==> config.mk <==
export PLATFORM = sky130hd
export DESIGN_NAME = quant_scheduler
export DESIGN_NICKNAME = d
export VERILOG_FILES = /design/src/rtl/quant_scheduler.sv
export SDC_FILE = /design/constraint.sdc
export NUM_CORES = 1
export LEC_CHECK = 0
export ABC_AREA = 1
export CAP_MARGIN = 20
export CORE_ASPECT_RATIO = 1.25
export CORE_MARGIN = 2
export CORE_UTILIZATION = 56
export CTS_CLUSTER_DIAMETER = 120
export DETAILED_ROUTE_END_ITERATION = 8
export HOLD_SLACK_MARGIN = 0.03
export PLACE_DENSITY = 0.87
export SETUP_SLACK_MARGIN = 0.05
export SLEW_MARGIN = 20
export SYNTH_ARGS = -nofsm -noshare
export SYNTH_HDL_FRONTEND = slang
export SYNTH_SLANG_ARGS = --single-unit
==> constraint.sdc <==
create_clock -name clk -period 3.3 [get_ports clk]
set_input_delay 0.33 -clock clk [delete_from_list [all_inputs] [get_ports clk]]
set_output_delay 0.33 -clock clk [all_outputs]
set_load 0.03 [all_outputs]
==> src/rtl/quant_scheduler.sv <==
// Round-robin scheduler feeding NUM_REQ accumulator streams through one shared
// shift-and-saturate quantizer, with a layer-level IDLE/RUN/DRAIN/DONE controller.
module quant_scheduler #(
    parameter int NUM_REQ = 4,
    parameter int IN_W    = 20,
    parameter int OUT_W   = 8,
    localparam int ID_W   = (NUM_REQ > 1) ? $clog2(NUM_REQ) : 1
) (
    input  logic                    clk,
    input  logic                    rst_n,
    input  logic                    start,
    input  logic [4:0]              cfg_shift,
    input  logic [15:0]             cfg_count,
    input  logic [NUM_REQ-1:0]      req_valid,
    input  logic [NUM_REQ*IN_W-1:0] req_data,
    output logic [NUM_REQ-1:0]      req_ready,
    output logic                    out_valid,
    output logic [OUT_W-1:0]        out_data,
    output logic [ID_W-1:0]         out_id,
    input  logic                    out_ready,
    output logic                    busy,
    output logic                    done
);

    localparam logic [1:0] ST_IDLE  = 2'd0;
    localparam logic [1:0] ST_RUN   = 2'd1;
    localparam logic [1:0] ST_DRAIN = 2'd2;
    localparam logic [1:0] ST_DONE  = 2'd3;

    logic [1:0]       state_q;
    logic [4:0]       shift_q;
    logic [15:0]      count_q;
    logic [15:0]      issued_q;
    logic [ID_W-1:0]  rr_ptr;

    logic             vld_p1;
    logic [IN_W-1:0]  data_p1;
    logic [ID_W-1:0]  id_p1;
    logic             vld_p2;
    logic [OUT_W-1:0] data_p2;
    logic [ID_W-1:0]  id_p2;

    logic             stall;
    logic             xfer;
    logic             last_xfer;
    logic             gnt_hit;
    logic [ID_W-1:0]  gnt_idx;
    logic [IN_W-1:0]  gnt_data;
    logic [IN_W-1:0]  acc [NUM_REQ];

    function automatic logic [IN_W-1:0] shift_acc(input logic [IN_W-1:0] v, input logic [4:0] s);
        if (int'(s) >= IN_W) return '0;
        return v >> s;
    endfunction

    function automatic logic [OUT_W-1:0] saturate(input logic [IN_W-1:0] v);
        if (|v[IN_W-1:OUT_W]) return '1;
        return v[OUT_W-1:0];
    endfunction

    for (genvar g = 0; g < NUM_REQ; g++) begin : g_unpack
        assign acc[g] = req_data[g*IN_W +: IN_W];
    end

    // A held output freezes the whole pipe; otherwise both stages always advance.
    assign stall     = vld_p2 & ~out_ready;
    assign xfer      = (state_q == ST_RUN) & ~stall & gnt_hit;
    assign last_xfer = xfer & ((issued_q + 16'd1) == count_q);
    assign gnt_data  = acc[gnt_idx];

    // Round-robin search starting at rr_ptr
    always_comb begin
        int              cand;
        logic [ID_W-1:0] cidx;
        gnt_hit = 1'b0;
        gnt_idx = '0;
        cand    = 0;
        cidx    = '0;
        for (int k = 0; k < NUM_REQ; k++) begin
            cand = int'(rr_ptr) + k;
            if (cand >= NUM_REQ) cand = cand - NUM_REQ;
            cidx = ID_W'(cand);
            if (!gnt_hit && req_valid[cidx]) begin
                gnt_hit = 1'b1;
                gnt_idx = cidx;
            end
        end
    end

    always_comb begin
        req_ready = '0;
        if (xfer) req_ready[gnt_idx] = 1'b1;
    end

    always_ff @(posedge clk or negedge rst_n) begin
        if (!rst_n) begin
            state_q  <= ST_IDLE;
            shift_q  <= '0;
            count_q  <= '0;
            issued_q <= '0;
            rr_ptr   <= '0;
        end else begin
            case (state_q)
                ST_IDLE: begin
                    if (start) begin
                        shift_q  <= cfg_shift;
                        count_q  <= cfg_count;
                        issued_q <= '0;
                        state_q  <= (cfg_count == 16'd0) ? ST_DONE : ST_RUN;
                    end
                end
                ST_RUN:   if (last_xfer) state_q <= ST_DRAIN;
                ST_DRAIN: if (!vld_p1 && (!vld_p2 || out_ready)) state_q <= ST_DONE;
                default:  state_q <= ST_IDLE;
            endcase
            if (xfer) begin
                issued_q <= issued_q + 16'd1;
                rr_ptr   <= (gnt_idx == ID_W'(NUM_REQ - 1)) ? '0 : gnt_idx + 1'b1;
            end
        end
    end

    // Stage 1: shift; stage 2: saturate
    always_ff @(posedge clk or negedge rst_n) begin
        if (!rst_n) begin
            vld_p1  <= 1'b0;
            data_p1 <= '0;
            id_p1   <= '0;
            vld_p2  <= 1'b0;
            data_p2 <= '0;
            id_p2   <= '0;
        end else if (!stall) begin
            vld_p1 <= xfer;
            if (xfer) begin
                data_p1 <= shift_acc(gnt_data, shift_q);
                id_p1   <= gnt_idx;
            end
            vld_p2 <= vld_p1;
            if (vld_p1) begin
                data_p2 <= saturate(data_p1);
                id_p2   <= id_p1;
            end
        end
    end

    assign out_valid = vld_p2;
    assign out_data  = data_p2;
    assign out_id    = id_p2;
    assign busy      = (state_q != ST_IDLE);
    assign done      = (state_q == ST_DONE);

endmodule

Yosys cells after proc, flatten, opt, wreduce, memory -nomap -nowiden
Cells that the tools add are included.
{"block": "op_classes", "addsub": 9, "mul": 0, "n_div": 0, "order_cmp": 12, "n_eq_ne": 8, "shifts": 1, "mux": 45, "n_bitwise": 7, "n_reduce_logical": 22}
{"cell": "20-bit two-way mux", "count": 4}
{"cell": "16-bit two-way mux", "count": 3}
{"cell": "20-bit binary-select mux with 2-bit select", "count": 1}
{"cell": "2-bit two-way mux", "count": 13}
{"cell": "20-bit by 5-bit right shift with 20-bit output", "count": 1}
{"cell": "16-bit by 1-bit adder with 16-bit output (second input constant)", "count": 1}
{"cell": "16-bit equality test", "count": 1}
{"cell": "16-bit zero test", "count": 1}
{"cell": "8-bit two-way mux", "count": 2}
{"cell": "2-bit by 3-bit less-than comparator with 1-bit output (second input constant)", "count": 5}
{"cell": "1-bit two-way mux", "count": 15}
{"cell": "3-bit >= comparator (second input constant)", "count": 4}
{"cell": "12-bit OR reduction", "count": 1}
{"cell": "1-bit binary-select mux with 2-bit select", "count": 4}
{"cell": "2-bit AND reduction", "count": 4}
{"cell": "2-bit by 1-bit subtractor with 2-bit output (second input constant)", "count": 4}
{"cell": "2-bit by 2-bit adder with 3-bit output (second input constant)", "count": 2}
{"cell": "2-bit equality test (second input constant)", "count": 3}
{"cell": "2-bit != test (second input constant)", "count": 3}
{"cell": "2-bit case mux with 3 select lines", "count": 1}
{"cell": "2-bit nonzero test", "count": 3}
{"cell": "5-bit >= comparator (second input constant)", "count": 1}
{"cell": "1-bit logical AND", "count": 5}
{"cell": "1-bit zero test", "count": 5}
{"cell": "13 further kinds", "count": 17}
{"block": "totals", "ff_bits": 75, "latchBits": 0, "mem_bits_rw": 0, "mem_bits_ro": 0, "inputBits": 109, "out_inout_bits": 17, "word_cells": 115, "mem_count": 0}

Depth between registers and ports, before layout
Gate-level depths: netlist (run 1).
{"block": "logic_depth", "word_depth": 20, "ltp_mapped": 23, "depth_no_buf": 21}

Worst setup path after synthesis (run 1)
Ideal clock, no wire load.
{"block": "synth_path", "path_kind": "register -> output", "from": "register rr_ptr[0]", "to": "output port req_ready[0]", "arrival_time_ps": 2002, "required_time_ps": 2970, "path_slack_ps": 968, "stages_incl_launch_ff": 14, "n_path_buf": 4, "cell_sequence": "dfrtp_1 > buf_6 > inv_4 > nand2_2 > nand2_4 > nand2_2 > nand2_4 > nor2_8 > nand3_4 > buf_6 > nand2_1 > buf_2 > buf_2 > nor2_1"}
{"block": "synth_between", "elab_chain_len": 19, "elab_cells_between_ends": 44, "cone_classes": "add/sub (7); order compare (6); mux (23); bitwise (1); reduce/logical (7)"}
{"element": "start, declared", "line_no": "34", "source": "logic [ID_W-1:0] rr_ptr;"}
{"element": "start signal, assigned", "line_no": "118", "source": "rr_ptr <= (gnt_idx == ID_W'(NUM_REQ - 1)) ? '0 : gnt_idx + 1'b1;"}
{"element": "branches (longest 18 deep; another with 2-bit by 1-bit adder with 3-bit output)"}
{"element": "4-bit two-way mux (*)", "line_no": "92", "source": "if (xfer) req_ready[gnt_idx] = 1'b1;"}
{"element": "end, declared", "line_no": "16", "source": "output logic [NUM_REQ-1:0] req_ready,"}
Mark *: on every way between the ends. The select of a mux whose other input is x is not followed.

Worst setup path in the final report (run 1)
{"block": "layout_path", "from": "register rr_ptr[0]", "to": "output port req_ready[1]"}
The elaborated chain is that of the path after synthesis.

==> results of run 1 <==
==> flip-flops by register name (all words and copies together) (netlist names), 5 cells and up <==
register,cells
shift_q,5
count_q,16
out_data,8
issued_q,16
data_p1,20
==> layer usage <==
| layer | part of all wire | track usage |
|---|---|---|
| met5 | 0 | 0 |
| met4 | 0.022 | 0.1014 |
| met3 | 0.056 | 0.03521 |
| met2 | 0.52 | 0.5457 |
| met1 | 0.41 | 0.3711 |
==> report_power, final <==
part / internal (mW) / switching (mW) / total, mW
clock network: 0.741 / 0.380 / 1.12
logic: 1.87 / 3.52 / 5.39
registers: 1.25 / 0.300 / 1.55
total: 3.86 / 4.20 / 8.06
==> metrics by stage <==
stage / power (mW) / instance area [sq um]
floorplan: 5.839 / 5710
global placement: 6.721 / 6942
detailed placement: 6.845 / 6947
CTS: 7.997 / 7282
global route: 8.779 / 7282
finish: 8.064 / 7282
==> cells in the final DEF (no fill, tap or decap), types with 3 or more instances in the layout <==
cell type        Yosys  layout
clkdlybuf4s50_1      0     120
o21ai_0             27      27
a31oi_1              4       4
nand2_2              9       9
dfrtp_1             75      75
o21ai_1              6       6
nand2_4              4       4
buf_4                3      13
nand3_1            157     157
nor4_1               7       7
o22ai_1             14      14
xnor2_1              4       4
a21oi_1             18      18
clkbuf_1            10       3
mux2_2              10      10
xor2_1              14      14
bufinv_16            0       3
inv_1              108     108
inv_2                6       6
nand4_1             36      36
ha_1                 9       9
nand2_1            186     186
a22o_1               3       3
clkbuf_16            0       9
nor3_1               8       8
nand3_2              9       9
nor2_1              49      49
==> cell type report <==
cell class | instances | area share
multi-input cells | 589 | 0.4284
flip-flops and latches | 75 | 0.2577
repair buffers | 137 | 0.1852
inverters | 116 | 0.06048
clock buffers | 12 | 0.03247
well taps | 129 | 0.02216
clock inverters | 4 | 0.01357
==> critical path: cells and delay by family (launching register included) <==
kind / cells / cell delay, ps
flip-flops: 1 / 600
AND/OR/NAND/NOR: 5 / 650
buffers and inverters: 4 / 830
AO/OA/AOI/OAI: 1 / 250
==> worst paths after layout <==
check                            from            to  slack, ps  cells after the start
min in group clk           data_p1[8]    data_p1[8]        490                      2
min                             rst_n     rr_ptr[1]        100                      1
max reg2reg                 rr_ptr[0]    data_p1[0]        400                     18
max                         rr_ptr[0]  req_ready[1]        280                     10
min reg2reg                data_p1[8]    data_p1[8]        490                      2
max in group asynchronous       rst_n   issued_q[4]       2510                      2
==> cells by family after synthesis <==
kind of cell,after synthesis,share of synthesized area
fa+ha+maj,9,0.01972
compound gates,77,0.07669
buf+inv,157,0.1251
flops,75,0.3287
xor+xnor,19,0.03155
simple gates,474,0.3986
mux,10,0.01972
==> metrics, run 1 <==
outcome=completed; CP Data Required Time=2970 ps; cell total after placement=1046; root buf cell=clkbuf_16; Core Area=10000 sq um; total of max-cap violations=0; worst slew pin tran=852.9 ps; chip width=94.32 um; share of cells above drive strength 1=0.08574; final hold violations=0; Final Cycle Share=0.9141; DPL Wire Length=12270 um; FMAX=331.5 MHz; CP max stage delay=600 ps; DRT Pass-1 Iters=5; non-filler instance count after layout=1062; Worst Slack Setup Final=283.3 ps; total gr overflow=0; # hold bufs at CTS=0; Slew Viols, Final=0; Peak VDD IR=1.098 mV; CTS Buf Count=9; IO Pins=126; gpl congestion=1.017; Synth area leaders=dfrtp_1 (33%), nand3_1 (14%), nand2_1 (12%); startpoint types=flip-flop; CTS resizes=0; Setup TNS Final=0 ps; routed wire length=16070 um; FP Rows=41; final setup fails=0; area leader, netlist=dfrtp_1; Leakage Power=3.485 nW; CTS sink count=75; post-synth top area share=0.3287; DRC viols=0; vias in the first global route=5645; data arrival time of the critical path=2690 ps; Longest Clk Path Bufs=2; Synth cell types=41; Worst Clk Skew=7.141 ps; pre-CTS setup slack=410.2 ps; CP most frequent cell=buf_4; post-synthesis cell area=5710 sq um; Crit Path Category=reg -> out; async set-or-reset flop fraction in the synthesized netlist=1.000; Critical Path End Type=output port; CP cell instances=inv_4, nand2_1, nand2_2, o21ai_1, nand3_4, buf_4, nand2_1, buf_4, nor2_1, buf_4; largest net degree at the start of global routing=42; Hold Crit Class=in -> async; die footprint=11030 sq um; Synthesis Warnings=0; synthesized instance count=821; most common flop cell mapped by yosys=dfrtp_1; CTS tree=done; register area=1877 sq um; Clk Latency, worst-skew pair=340 ps; vias post-DR=5979; Layout area overhead=27.52%; Via density=5.630; nets=1046; CP max-delay cell=dfrtp_1; Antenna Cells=0; Util after Layout=0.7280; DRT iter0 DRCs=501; Final ANT Viol Nets=0; Tmin final=3017 ps; number of flops mapped to enable cells by yosys=0; pwr/cell area=1107 nW/um^2; Mean Syn Cell Area=6.956 sq um; multi-input logic area=3119 sq um; post-synthesis register bit count=75; post-CTS setup buffer count=0; Initial Util=0.5709; first-pass GRT wire length=26330 um; sequential area share after synthesis=0.3287; RSZ-0062 raised after global routing=false; Die Span Y=116.9 um; clk slew on worst S/H paths=50 ps; post-synthesis net count=939; gr usage total=0.3008; antenna violations before repair=0; most common cell in the netlist=nand2_1; Hold Slack=98.23 ps; Worst Path Max Fanout=21; PortBufs=125; Routed WL per cell=15.13 um; H-tree depth=3; filler instances=812; Relative slew margins=0.4314; Post-synth top cells=nand2_1 (186), nand3_1 (157), inv_1 (108), dfrtp_1 (75), nor2_1 (49)
Note: power is estimated with default switching activity, not from simulation.
==> inputs of run 2 (changes only) <==
Settings changed: ABC_AREA 1 to default, CORE_MARGIN 2 to default, CORE_UTILIZATION 56 to 55.
==> run 2 against run 1 <==
Critical path depth unchanged. Wire length down 5.4%. Synthesized area fell by 4.7%. First-iteration DRC count down 41%. Clock-buffer cell count increased by 2. Total power down 23%. Design area shrank 0.52%.
==> metrics, run 2 <==
Clk Latency, worst-skew pair=340 ps; post-synthesis net count=677; most common flop cell mapped by yosys=dfrtp_1; P_sw=2.648 mW; Flop pwr share=0.254; Layout area overhead=33.10%; CTS tree=done; CP cell instances=clkdlybuf4s50_1, buf_4, mux2i_1, a21oi_1, a21boi_4, inv_4, buf_4, ha_1, and2_1, clkdlybuf4s50_1; CP max stage delay=590 ps; Final Cycle Share=0.9420; vias post-DR=5127; Synth area leaders=dfrtp_1 (34%), mux2i_1 (8.3%), mux2_2 (6.0%); Gate power share=0.600; Core Area=9609 sq um; Setup TNS Final=0 ps; CTS sink count=75; Crit Path Category=in -> out; Relative slew margins=0.3360; async set-or-reset flop fraction in the synthesized netlist=1.000; root buf cell=clkbuf_16; Synthesis Warnings=0; Largest register FFs=20; area leader, netlist=dfrtp_1; total gr overflow=0; antenna violations before repair=0; vias in the first global route=5212; pre-CTS setup slack=35.06 ps; Worst Slack Setup Final=191.3 ps; commonest non-fill, non-tap cells in the layout=clkdlybuf4s50_1 (122), dfrtp_1 (75), o21ai_0 (49), nand2_1 (47), mux2i_1 (45); # hold bufs at CTS=0; Final ANT Viol Nets=0; PortBufs=125; post-synthesis cell area=5443 sq um; data arrival time of the critical path=2780 ps; DRT Pass-1 Iters=5; Top reg by flops=data_p1; CTS Buf Count=9; Longest Clk Path Bufs=2; Critical Path End Type=output port; Hold Slack=61.88 ps; CTS resizes=0; switch share=0.4268; nets=816; Peak VDD IR=0.4024 mV; post-synth top area share=0.3448; total of max-cap violations=0; share of cells above drive strength 1=0.1550; startpoint types=input port; post-CTS setup buffer count=0; commonest non-fill, non-tap cell in the layout=clkdlybuf4s50_1; number of flops mapped to enable cells by yosys=0; Worst Clk Skew=3.079 ps; IO Pins=126; pwr/cell area=856.3 nW/um^2; RSZ-0062 raised after global routing=false; worst slew pin tran=993.6 ps; gpl congestion=0.9858; routed wire length=15190 um; most common cell in the netlist=dfrtp_1; Tmin final=3109 ps; H-tree depth=3; largest net degree at the start of global routing=35; Synth cell types=68; Post-synth top cells=dfrtp_1 (75), o21ai_0 (49), nand2_1 (47), mux2i_1 (45), nand3_1 (30); final hold violations=0; DRT iter0 DRCs=295; Int Pwr=3.556 mW; total power=6.204 mW; chip width=90.98 um; Initial Util=0.5664; Worst Path Max Fanout=9; DRC viols=0; FMAX=321.7 MHz; clock power share=0.146; post-synthesis register bit count=75; die footprint=10300 sq um; gr usage total=0.3106; Util after Layout=0.7539; Slew Viols, Final=0; Die Span Y=113.2 um; Antenna Cells=0; CP max-delay cell=clkdlybuf4s50_1; CP Data Required Time=2970 ps; Routed WL per cell=18.33 um; FP Rows=40; DPL Wire Length=11940 um; Hold Crit Class=in -> async; first-pass GRT wire length=25220 um; final setup fails=0; Mean Syn Cell Area=9.737 sq um; Leakage Power=3.041 nW; clk slew on worst S/H paths=50 ps; outcome=completed; synthesized instance count=559; biggest regs=data_p1: 20 flops, count_q: 16 flops, issued_q: 16 flops; sequential area share after synthesis=0.3448; Via density=6.185
==> run 2: worst max-delay path: cells and delay by family <==
family / cells / cell delay [ps]
fa+ha+maj: 1 / 190
buf+inv: 5 / 1520
simple gates: 1 / 140
mux: 1 / 70
compound gates: 2 / 520
==> run 2: final cells by class <==
| type | instances | area [sq um] |
|---|---|---|
| fill | 696 | 2365 |
| clock inverter | 2 | 10.01 |
| multi-input combinational | 438 | 3348 |
| sequential | 75 | 1877 |
| clock buffer | 14 | 264.0 |
| tap | 126 | 157.7 |
| inverter | 13 | 51.30 |
| timing repair buffer | 161 | 1536 |
==> run 2: cell families after synthesis <==
family | synth area share
xor gates and xnor gates | 0.04023
adders and majority gates | 0.02069
buffers and inverters | 0.04322
muxes | 0.2087
DFF | 0.3448
and+or+nand+nor | 0.1540
AOI/OAI and AO/OA | 0.1883
==> run 2: worst paths after layout <==
kind / to / startpoint / slack, ps / cells after the start
setup / recovery: req_ready[0] / req_valid[1] / 190 / 10
hold / removal: issued_q[5] / rst_n / 60 / 1
setup reg to reg: data_p1[4] / rr_ptr[1] / 320 / 10
hold reg to reg: id_p1[1] / id_p1[1] / 480 / 2
max in group asynchronous: shift_q[2] / rst_n / 2410 / 2
min in group clk: id_p1[1] / id_p1[1] / 480 / 2
==> run 2: per-layer routing <==
layer	share of wire	vias to the layer above	wire length [um]	GRT usage
li1	-	2386	-	-
met4	0.034	0	511	0.1344
met5	0	-	0	0
met1	0.39	2451	5945	0.3610
met2	0.52	246	7848	0.5672
met3	0.058	44	886	0.04570
==> run 2: per-stage QoR <==
step,area [sq um],instances
2_1_floorplan,5443,559
3_3_place_gp,6970,813
3_5_place_dp,6970,813
4_1_cts,7244,829
5_1_grt,7244,829
6_report,7244,829
==> run 2: power by group through the flow <==
stage	logic [mW]	registers (mW)	clock network, mW
after floorplan	2.55	1.57	0
after global placement	3.59	1.57	0
after detailed placement	3.68	1.58	0
after CTS	3.70	1.57	0.919
after global routing	4.03	1.62	0.952
final	3.72	1.58	0.904
==> inputs of run 3 (changes only) <==
Settings changed: SLEW_MARGIN 20 to 0.
==> results of run 3 <==
The final DEF is identical to that of run 2; final timing and power are the same.
